<file path="src/rtl/skid_buffer_pipe.sv">
// Two-entry skid buffer: fully registered valid/ready pipeline stage with a main and an overflow register.
// Optional synchronous flush port, enabled by defining SKID_BUF_FLUSH_EN.
module skid_buffer_pipe #(
  parameter int DATA_W   = 8,
  parameter bit DATA_RST = 1'b1
) (
  input  logic              clk,
  input  logic              rst_n,
  input  logic              s_valid,
  output logic              s_ready,
  input  logic [DATA_W-1:0] s_data,
  output logic              m_valid,
  input  logic              m_ready,
  output logic [DATA_W-1:0] m_data,
  output logic [1:0]        count
`ifdef SKID_BUF_FLUSH_EN
  ,
  input  logic              flush
`endif
);

  // Handshake: a beat moves on a side at a rising edge when its valid and ready are
  // both high; valid never waits on ready, and s_ready/m_valid/m_data come straight from flops.
  typedef enum logic [1:0] {
    EMPTY = 2'd0,
    BUSY  = 2'd1,
    FULL  = 2'd2
  } state_e;

  state_e              state_q, state_d;
  logic                m_valid_q, s_ready_q;
  logic [DATA_W-1:0]   main_q, skid_q, main_d;
  logic                main_we, skid_we;
  logic                in_fire, out_fire;

  assign in_fire  = s_valid & s_ready_q;
  assign out_fire = m_valid_q & m_ready;

  always_comb begin
    state_d = state_q;
    main_we = 1'b0;
    skid_we = 1'b0;
    main_d  = s_data;
    case (state_q)
      EMPTY: begin
        if (in_fire) begin
          main_we = 1'b1;
          state_d = BUSY;
        end
      end
      BUSY: begin
        if (in_fire && out_fire) begin
          main_we = 1'b1;
        end else if (in_fire) begin
          skid_we = 1'b1;
          state_d = FULL;
        end else if (out_fire) begin
          state_d = EMPTY;
        end
      end
      FULL: begin
        if (out_fire) begin
          main_we = 1'b1;
          main_d  = skid_q;
          state_d = BUSY;
        end
      end
      default: state_d = EMPTY;
    endcase
`ifdef SKID_BUF_FLUSH_EN
    // Flush wins over any transfer; the data registers are left untouched.
    if (flush) begin
      state_d = EMPTY;
      main_we = 1'b0;
      skid_we = 1'b0;
    end
`endif
  end

  always_ff @(posedge clk or negedge rst_n) begin
    if (!rst_n) begin
      state_q   <= EMPTY;
      m_valid_q <= 1'b0;
      s_ready_q <= 1'b1;
    end else begin
      state_q   <= state_d;
      m_valid_q <= (state_d != EMPTY);
      s_ready_q <= (state_d != FULL);
    end
  end

  generate
    if (DATA_RST) begin : g_data_rst
      always_ff @(posedge clk or negedge rst_n) begin
        if (!rst_n) begin
          main_q <= '0;
          skid_q <= '0;
        end else begin
          if (main_we) main_q <= main_d;
          if (skid_we) skid_q <= s_data;
        end
      end
    end else begin : g_data_norst
      always_ff @(posedge clk) begin
        if (main_we) main_q <= main_d;
        if (skid_we) skid_q <= s_data;
      end
    end
  endgenerate

  assign s_ready = s_ready_q;
  assign m_valid = m_valid_q;
  assign m_data  = main_q;
  // State encoding equals occupancy, so count doubles as the visible FSM state.
  assign count   = state_q;

endmodule

</file>
<file path="config.mk">
export PLATFORM = sky130hd
export DESIGN_NAME = skid_buffer_pipe
export DESIGN_NICKNAME = d
export VERILOG_FILES = /design/src/rtl/skid_buffer_pipe.sv
export SDC_FILE = /design/constraint.sdc
export NUM_CORES = 1
export LEC_CHECK = 0
export BUFFER_PORTS_ARGS = -buffer_cell sky130_fd_sc_hd__buf_2
export CAP_MARGIN = 20
export CORE_UTILIZATION = 40
export CTS_BUF_LIST = sky130_fd_sc_hd__clkbuf_8
export DETAILED_ROUTE_END_ITERATION = 7
export PLACE_DENSITY_LB_ADDON = 0.12
export SLEW_MARGIN = 20
export SYNTH_ARGS = -nofsm -noshare
export SYNTH_HDL_FRONTEND = slang
export SYNTH_SLANG_ARGS = --single-unit
</file>
<file path="constraint.sdc">
create_clock -name clk -period 1.8 [get_ports clk]
set_input_delay 0.27 -clock clk [delete_from_list [all_inputs] [get_ports clk]]
set_output_delay 0.27 -clock clk [all_outputs]
set_load 0.02 [all_outputs]
</file>
==> results.md <==
| Item | Reported | Unit |
|---|---|---|
| Final Hold Viols | 0 | - |
| Number of buffers on the longest clock path | 2 | - |
| Reg2Reg Capture Point | skid_q[6] | - |
| Critical path peak fanout | 10 | - |
| Crit path kind | flop to flop | - |
| Synthesis-to-layout area growth | 24.8 | % |
| Wire length of the first global-routing pass | 2.83 | mm |
| Die Ht | 50.0 | um |
| CTS Buf Count | 3 | - |
| Clock group share of total power | 0.162 | - |
| FMAX | 0.607 | GHz |
| Worst setup slack for register-to-register paths | 0.15 | ns |
| Net switching share of the total power | 0.342 | - |
| IO Count | 24 | - |
| Total wire length after detailed routing | 1.61 | mm |
| Unrepaired setup endpoints after global routing | false | - |
| Crit path capture type | flop | - |
| Sink Count | 20 | - |
| Vias after detailed routing | 576 | - |
| CP required | 1.94 | ns |
| Ratio of final minimum period to clock period | 0.915 | - |
| Via count of the first global-routing pass | 627 | - |
| Count of instances resized after the clock tree is built | 0 | - |
| Sw power | 0.709 | mW |
| Sequential fraction of design power | 0.397 | - |
| CTS tree | done | - |
| Worst Setup Start Kind | flop | - |
| Accumulated negative setup slack | 0 | ns |
| Leading post-synthesis cells by cell area | sky130_fd_sc_hd__dfrtp_1 52%, sky130_fd_sc_hd__mux2_2 20%, sky130_fd_sc_hd__mux2_4 13% | - |
| Rel. slew slack | 0.701 | - |
| Number of rows created at floorplan | 16 | - |
| Synth Area per Inst | 15.6 | um^2 |
| Data arrival time of the worst path | 1.79 | ns |
| H-tree levels | 1 | - |
| Most frequent cell after synthesis | sky130_fd_sc_hd__dfrtp_1 | - |
| Worst setup path endpoint | skid_q[6] | - |
| PD cells | 1810 | nW/um^2 |
| Max-cap violations | 0 | - |
| IR drop worst, VDD | 0.000917 | V |
| Run status | completed | - |
| Die outline area | 2500 | um^2 |
| R2R Path Start | m_valid | - |
| Cell area after synthesis | 920 | um^2 |
| Top post-synthesis cells by count | 19 x sky130_fd_sc_hd__dfrtp_1, 16 x sky130_fd_sc_hd__mux2_2, 8 x sky130_fd_sc_hd__mux2_4 | - |
| Share of the core filled with cells in the final layout | 0.556 | - |
| Largest net degree at the start of global routing | 21 | - |
| Gate count of the mapped netlist | 59 | - |
| Synth async-reset ratio | 1.00 | - |
| Width of the die | 50.0 | um |
| Total power of the final layout | 2.08 | mW |
| Core ar. | 2060 | um^2 |
| Least-Margin Pin Slew | 0.449 | ns |
| Total setup buffers inserted after CTS | 0 | - |
| Post-synth top area share | 0.517 | - |
| Clock latency at the later pin of the worst-skew pair | 0.25 | ns |
| Clock Skews | 0.00260 | ns |
| Number of synthesized flops with an enable pin | 0 | - |
| CP Cell Sequence | a21boi_4 > or3b_1 > buf_4 > mux2_4 | - |
| Overflow left after global routing | 0 | - |
| Number of cells traversed by the worst register-to-register path | 4 | - |
| Int Pwr | 1.37 | mW |
| Hold/Removal Path Class | input pin to flop | - |
| Diode insertion count for antenna repair | 0 | - |
| Max Slew Vio Count | 0 | - |
| Clock period minus final worst setup slack | 1.65 | ns |
| Share of total power in combinational logic | 0.441 | - |
| Setup-failing EPs final | 0 | - |
| Cell type with the highest aggregate area in the netlist | sky130_fd_sc_hd__dfrtp_1 | - |
| Antenna violations before repair | 0 | - |
| Port-buffer cells | 23 | - |
| Standard cell with the maximum stage delay on the critical path | sky130_fd_sc_hd__dfrtp_1 | - |
| Global router's overall resource usage | 0.152 | - |
| Flops & latches, synth | 20 | - |
| Weighted congestion at the end of routability-driven global placement | 0.713 | - |
| Worst path max stage delay | 0.43 | ns |
| DRC violation count after routing | 0 | - |
| Critical path launch point | m_valid | - |
| Iter 0 DRT Violations | 6 | - |
| Total of warnings raised by yosys | 0 | - |
| CTS clk-pin slew, worst paths | 0.07 | ns |
| Flip-flop cell with the highest count after synthesis | sky130_fd_sc_hd__dfrtp_1 | - |
| Root buffer cell | sky130_fd_sc_hd__clkbuf_8 | - |
| Number of nets in the layout | 102 | - |
| Detailed-route wire length per cell | 13.9 | um |
| Sequential share of the synthesized area | 0.546 | - |
| P_leak | 0.552 | nW |
| Worst hold path depth | 2 | - |
| Post-detailed-route count of antenna-violating nets | 0 | - |
| Starting density of the core | 0.446 | - |
| Detail-routed via count per cell | 4.97 | - |
| Share of layout cells above drive strength 1 | 0.652 | - |
| Drt first pass iters | 3 | - |
| Net Count, Synth | 71 | - |
| Distinct cells, synth | 17 | - |
| Detailed Place HPWL | 1.17 | mm |
[routing by layer]
| metal | vias to the layer above | global-route usage | part of all wire |
|---|---|---|---|
| met1 | 291 | 0.204 | 0.47 |
| met5 | - | 0 | 0 |
| li1 | 272 | - | - |
| met3 | 0 | 0.0278 | 0.039 |
| met2 | 13 | 0.241 | 0.49 |
| met4 | 0 | 0.0571 | 0 |
[logic make-up (layout without fill, tap and decap cells)]
| kind of cell | count (synthesis) | after routing | synth area share |
|---|---|---|---|
| flops | 20 | 20 | 0.546 |
| mux | 24 | 24 | 0.327 |
| simple gates | 5 | 5 | 0.0367 |
| buf+inv | 2 | 32 | 0.0177 |
| compound gates | 7 | 7 | 0.0639 |
| xor+xnor | 1 | 1 | 0.00953 |
[cell usage in the layout (no fill, tap or decap)]
cell type / netlist / final
sky130_fd_sc_hd__xor2_1: 1 / 1
sky130_fd_sc_hd__dfstp_2: 1 / 1
sky130_fd_sc_hd__a21boi_4: 1 / 1
sky130_fd_sc_hd__and2_1: 1 / 1
sky130_fd_sc_hd__o21ai_0: 3 / 3
sky130_fd_sc_hd__or3b_1: 1 / 1
sky130_fd_sc_hd__nand4b_1: 1 / 1
sky130_fd_sc_hd__mux2_4: 8 / 8
sky130_fd_sc_hd__buf_2: 1 / 23
sky130_fd_sc_hd__buf_4: 0 / 4
sky130_fd_sc_hd__o31ai_2: 1 / 1
sky130_fd_sc_hd__dlygate4sd3_1: 0 / 1
sky130_fd_sc_hd__nand2b_1: 1 / 1
sky130_fd_sc_hd__nand2_1: 1 / 1
sky130_fd_sc_hd__o21a_1: 1 / 1
sky130_fd_sc_hd__a21oi_1: 1 / 1
sky130_fd_sc_hd__dfrtp_1: 19 / 19
sky130_fd_sc_hd__mux2_2: 16 / 16
sky130_fd_sc_hd__clkbuf_8: 0 / 4
[worst max-delay path, delay by kind of cell (launching register included)]
family	cells	cell delay [ns]
simple gates	1	0.36
buf+inv	1	0.20
flops	1	0.43
compound gates	1	0.22
mux	1	0.31
[stage by stage]
stage | instance area [um^2] | instances | hold slack, ns | setup slack [ns]
after floorplan | 920 | 59 | -0.0256 | 0.0873
after global placement | 1080 | 111 | 0.243 | 0.195
after detailed placement | 1080 | 111 | 0.250 | 0.168
after CTS | 1150 | 116 | 0.257 | 0.151
after global routing | 1150 | 116 | 0.256 | 0.0936
final | 1150 | 116 | 0.259 | 0.153
[worst min-delay path by stage]
stage                           end  slack, ns      start
after floorplan            count[0]      -0.03      rst_n
after CTS                 skid_q[2]       0.26  s_data[2]
after global routing      skid_q[2]       0.26  s_data[2]
after detailed placement    m_valid       0.25      rst_n
final                     skid_q[2]       0.26  s_data[2]
after global placement      m_valid       0.24      rst_n
[power by group through the flow]
stage | clock network (mW) | logic (mW) | registers (mW)
final | 0.336 | 0.916 | 0.824
after global routing | 0.369 | 0.987 | 0.857
after CTS | 0.348 | 0.931 | 0.823
after detailed placement | 0 | 0.919 | 0.832
after global placement | 0 | 0.902 | 0.823
after floorplan | 0 | 0.499 | 0.982
[cell type report]
type,instances,area [um^2]
fillers,179,915
clock buffers,4,55.1
repair buffers,28,155
well taps,27,33.8
flip-flops and latches,20,502
multi-input cells,37,402
[registers in the layout, indices dropped and copies added (netlist names)]
register  count
skid_q        8
count         2
m_data        8
m_valid       1
s_ready       1
[repair_timing]
item                                   CTS  global route
endpoints found under the hold margin   19             0
hold buffers                             1             0
setup endpoints to repair                0             0
Note: power is estimated with default switching activity, not from simulation.
